### src/rtl/delay_sched.sv
// delay_sched: round-robin arbiter in front of one shared programmable delay
// counter. The winner of arbitration owns the counter for len+1 counting
// cycles plus a one-cycle DONE, and an IDLE cycle always separates two jobs.
module delay_sched #(
  parameter int NREQ   = 4,
  parameter int CBITS  = 15,
  parameter int MAXLEN = 22500
) (
  input  logic                  clk,
  input  logic                  rst,
  input  logic [NREQ-1:0]       req,
  input  logic [NREQ*CBITS-1:0] len,
  output logic [NREQ-1:0]       gnt,
  output logic [NREQ-1:0]       done,
  output logic                  busy,
  output logic                  err,
  output logic [CBITS-1:0]      cnt
);

  localparam int PW = (NREQ > 1) ? $clog2(NREQ) : 1;
  localparam logic [CBITS-1:0] MAX_C = CBITS'(MAXLEN);

  typedef enum logic [1:0] {IDLE, COUNT, DONE} state_t;

  state_t           state, state_n;
  logic [PW-1:0]    ptr, ptr_n;
  logic [PW-1:0]    own, own_n;
  logic [CBITS-1:0] cnt_q, cnt_n;
  logic             err_q, err_n;

  logic [CBITS-1:0] len_a [NREQ];
  logic             found;
  logic [PW-1:0]    win;

  // Index base+off wrapped into 0..NREQ-1 (works for non-power-of-two NREQ).
  function automatic logic [PW-1:0] wrap_idx(input logic [PW-1:0] base, input int off);
    int s;
    s = int'(base) + off;
    if (s >= NREQ) s = s - NREQ;
    return PW'(s);
  endfunction

  // Split the packed length bus into one field per requester.
  for (genvar i = 0; i < NREQ; i++) begin : g_len
    assign len_a[i] = len[i*CBITS +: CBITS];
  end

  // Round-robin search: first active request at or after ptr.
  always_comb begin
    found = 1'b0;
    win   = ptr;
    for (int i = 0; i < NREQ; i++) begin
      if (!found && req[wrap_idx(ptr, i)]) begin
        found = 1'b1;
        win   = wrap_idx(ptr, i);
      end
    end
  end

  // Next-state logic: arbitration in IDLE, count/abort in COUNT, release in DONE.
  always_comb begin
    // NOTE: every variable gets a default first, so no path leaves one unassigned and no latch is inferred.
    state_n = state;
    ptr_n   = ptr;
    own_n   = own;
    cnt_n   = cnt_q;
    err_n   = 1'b0;
    case (state)
      IDLE: begin
        cnt_n = '0;
        if (found) begin
          state_n = COUNT;
          own_n   = win;
          ptr_n   = (win == PW'(NREQ - 1)) ? '0 : win + 1'b1;
          // len is captured here only; the counter ignores later changes.
          if (len_a[win] > MAX_C) begin
            cnt_n = MAX_C;
            err_n = 1'b1;
          end else begin
            cnt_n = len_a[win];
          end
        end
      end
      COUNT: begin
        if (!req[own]) begin
          // Abort: release the counter without a done pulse.
          state_n = IDLE;
          cnt_n   = '0;
        end else if (cnt_q == '0) begin
          state_n = DONE;
        end else begin
          cnt_n = cnt_q - 1'b1;
        end
      end
      DONE: begin
        state_n = IDLE;
        cnt_n   = '0;
      end
      default: begin
        state_n = IDLE;
        cnt_n   = '0;
      end
    endcase
  end

  // State register with synchronous reset taking priority over everything.
  always_ff @(posedge clk) begin
    // NOTE: non-blocking assignments so every register samples pre-edge values.
    if (rst) begin
      state <= IDLE;
      ptr   <= '0;
      own   <= '0;
      cnt_q <= '0;
      err_q <= 1'b0;
    end else begin
      state <= state_n;
      ptr   <= ptr_n;
      own   <= own_n;
      cnt_q <= cnt_n;
      err_q <= err_n;
    end
  end

  // Outputs decoded from registered state only, never directly from req.
  always_comb begin
    gnt  = '0;
    done = '0;
    if (state != IDLE) gnt[own]  = 1'b1;
    if (state == DONE) done[own] = 1'b1;
  end

  assign busy = (state != IDLE);
  assign err  = err_q;
  assign cnt  = cnt_q;

endmodule
### config.mk
export PLATFORM = sky130hd
export DESIGN_NAME = delay_sched
export DESIGN_NICKNAME = d
export VERILOG_FILES = /design/src/rtl/delay_sched.sv
export SDC_FILE = /design/constraint.sdc
export NUM_CORES = 1
export LEC_CHECK = 0
export BUFFER_PORTS_ARGS = -buffer_cell sky130_fd_sc_hd__buf_2
export CORE_MARGIN = 3
export CORE_UTILIZATION = 46
export DETAILED_ROUTE_END_ITERATION = 8
export PLACE_DENSITY = 0.85
export SYNTH_ARGS = -nofsm -noshare
export SYNTH_HDL_FRONTEND = slang
export SYNTH_SLANG_ARGS = --single-unit
### constraint.sdc
create_clock -name clk -period 3.7 [get_ports clk]
set_input_delay 1.11 -clock clk [delete_from_list [all_inputs] [get_ports clk]]
set_output_delay 1.11 -clock clk [all_outputs]
set_load 0.005 [all_outputs]
==> metrics.txt <==
antenna fix cells 0; Gate power share 58.7%; Layout Nets 415; synthesized flop and latch total 22; Final setup viols 0; Max Cap Violations 0; delay-heaviest family, CP simple AND/OR/NAND/NOR gates; Hold Path Sink ptr[0]; crit path cell chain buf_2 -> nor2b_1 -> or4_4 -> nand2_2 -> buf_12 -> nand2_1 -> a32oi_1 -> nand4_1 -> nor4_4 -> a21o_2 -> o211a_1; reg2reg setup slack 940 ps; PortBufs 90; syn_nets 325; endpoints failing hold 0; largest net degree at the start of global routing 28; CTS buffer count 3; Startpoint Class input port; Die Footprint 4840 um^2; fmax 0.293 GHz; Non-Filler Instances 393; r2r worst-path depth 10; clock power share 11.7%; Most used DFF post-synth dfxtp_1; Max stage delay cell, worst path or4_4; Synth area leaders dfxtp_1 (24%), nand2_1 (11%), nor2_1 (6.7%), a21oi_1 (4.3%), o21ai_0 (4.0%); Sw Ratio 43.1%; DP Wirelength 4280 um; Core ar. 3770 um^2; initial antenna violation count 0; GR Overflow Total 0; Yosys Warn Count 0; arrival time worst endpoint 3610 ps; CP max stage delay 520 ps; Hold Path Class reg -> reg; Die Wd 69.6 um; Hold Path Depth 2; synth unique cells 51; RSZ-0062 raised after global routing no; die outline height 69.6 um; clock tree buffer depth 2; wire length per cell 13.4 um; Hold-fix buffers, CTS 0; gpl congestion 0.887; top-area cell type share of the netlist area 23.7%; final WL 5270 um; clk_lat worst skew 250 ps; Vias 2,139; Reg clk slew, reported paths 70 ps; Rows 22; CP bufs+invs 2; CTS tree built; Design Power 0.00121 W; Yosys top cell by area dfxtp_1; DP Worst Slack 25.3 ps; Hold Startpoint ptr[0]; r2r startpoint ptr[1]; ys async rst share 0%; Mapped Cells 257; Placed Cells 390; count leader, synth nand2_1; antenna violation net count after detailed routing 0; # resized after CTS 0; Pleak 1.15 nW; violation count after the first detailed-route iteration 59; root buf cell clkbuf_8; DRT Pass-1 Iters 4; global-route wire length before repair 8650 um; Post-synth EDFFs 0; commonest cells in the netlist nand2_1 (55), nor2_1 (33), dfxtp_1 (22); Slew Viols, Final 0; R2R Path End cnt[2]; Worst-Margin Slew 671 ps; peak supply drop 217 uV; IO Count 91; vias per cell 5.44; synthesized area per cell 7.23 um^2; Seq/Total Area, Yosys 23.7%; synthesized area 1860 um^2; Critical Path RT 3900 ps; Fin Setup TNS 0 ps; drt drc 0; CP Class in -> reg; Reg power frac 29.6%; Max-slew headroom 55.1%; Initial Util 49.3%; Cell Int Power 0.000687 W; Post CTS Setup Buffer Count 0; total track usage 21.0%; Worst Slack Setup Final 290 ps; number of global-route vias before repair 2,000; CTS H-tree depth 1; share of cells above drive strength 1 33.6%; Final min period 3410 ps; CP Max Fanout 27; Area Growth Syn to Fin 28.6%; Power Density 505 nW/um^2; switching power 0.000521 W; Max Clock Skew 6.37 ps; sinks on the clock net 22; status finished, final reports clean; fin crit share 92.2%; Critical Path End Type flip-flop
## routing by layer
metal  track usage, %  up-vias  share of wire [%]
li1                 -     1084                  -
met1             26.9      943                 42
met2             36.5      100                 49
met3             2.03       12                6.4
met4             6.94        0                1.7
met5                0        -                  0
## state kept, by name, summed over array words and instances (netlist names)
name	cells
own	2
ptr	2
state	2
err	1
cnt	15
## power by group through the flow
stage	Clock, W	Sequential (W)	Combinational, W
after CTS	0.000144	0.000356	0.000706
after global routing	0.000152	0.000366	0.000785
after floorplan	0	0.000352	0.000524
after global placement	0	0.000357	0.000686
final	0.000141	0.000358	0.000708
after detailed placement	0	0.000360	0.000701
## worst max path at each step
| stage | start | endpoint | slack [ps] | cells after the start |
|---|---|---|---|---|
| 4_1_cts | req[0] | cnt[2] | 290 | 11 |
| 6_report | req[0] | cnt[2] | 290 | 11 |
| 2_1_floorplan | req[0] | cnt[10] | 390 | 13 |
| 5_1_grt | req[0] | cnt[4] | 30 | 11 |
| 3_5_place_dp | req[0] | cnt[4] | 30 | 11 |
| 3_3_place_gp | req[0] | cnt[3] | 100 | 11 |
## cells in the final DEF (no fill, tap or decap), types with 2 or more instances in the layout
cell and instances:
a21oi_1 16, a21oi_2 2, a32o_1 4, a32oi_1 3, and2_1 2, and3_1 2, and3b_1 2, buf_12 3
buf_2 90, buf_4 4, clkbuf_8 3, dfxtp_1 22, ha_1 2, inv_1 5, mux2i_1 6, nand2_1 55
nand2b_1 4, nand3_1 8, nand4_1 3, nor2_1 33, nor2b_1 6, nor3_1 9, nor4_1 3, o21a_1 3
o21ai_0 15, o22a_1 2, o22ai_1 2, o32ai_2 2, or2_2 2, xnor2_1 8, xor2_1 5
## worst min-delay path, cell delays in order, from the launching register on
cell and delay [ps]:
dfxtp_1 340, nor2_1 110, nor3_1 50
## final cells by class
class	instances	area, um^2
sequential	22	440
inverter	5	18.8
fill	343	1380
multi-input combinational	218	1290
timing repair buffer	97	541
tap	48	60.1
clock buffer	3	41.3
## metrics by stage
stage	hold slack [ps]	util (%)	area, um^2
after floorplan	495	-	1860
after global placement	517	62.3	2350
after detailed placement	520	62.3	2350
after CTS	534	63.4	2390
after global routing	580	63.4	2390
final	540	63.4	2390
## cell families after synthesis
kind of cell / share of synthesized area [%]
xor+xnor: 6.13
buf+inv: 6.94
flops: 23.7
compound gates: 23.4
mux: 4.44
fa+ha+maj: 1.35
simple gates: 34.1
Power figures use the tool's default switching activity.
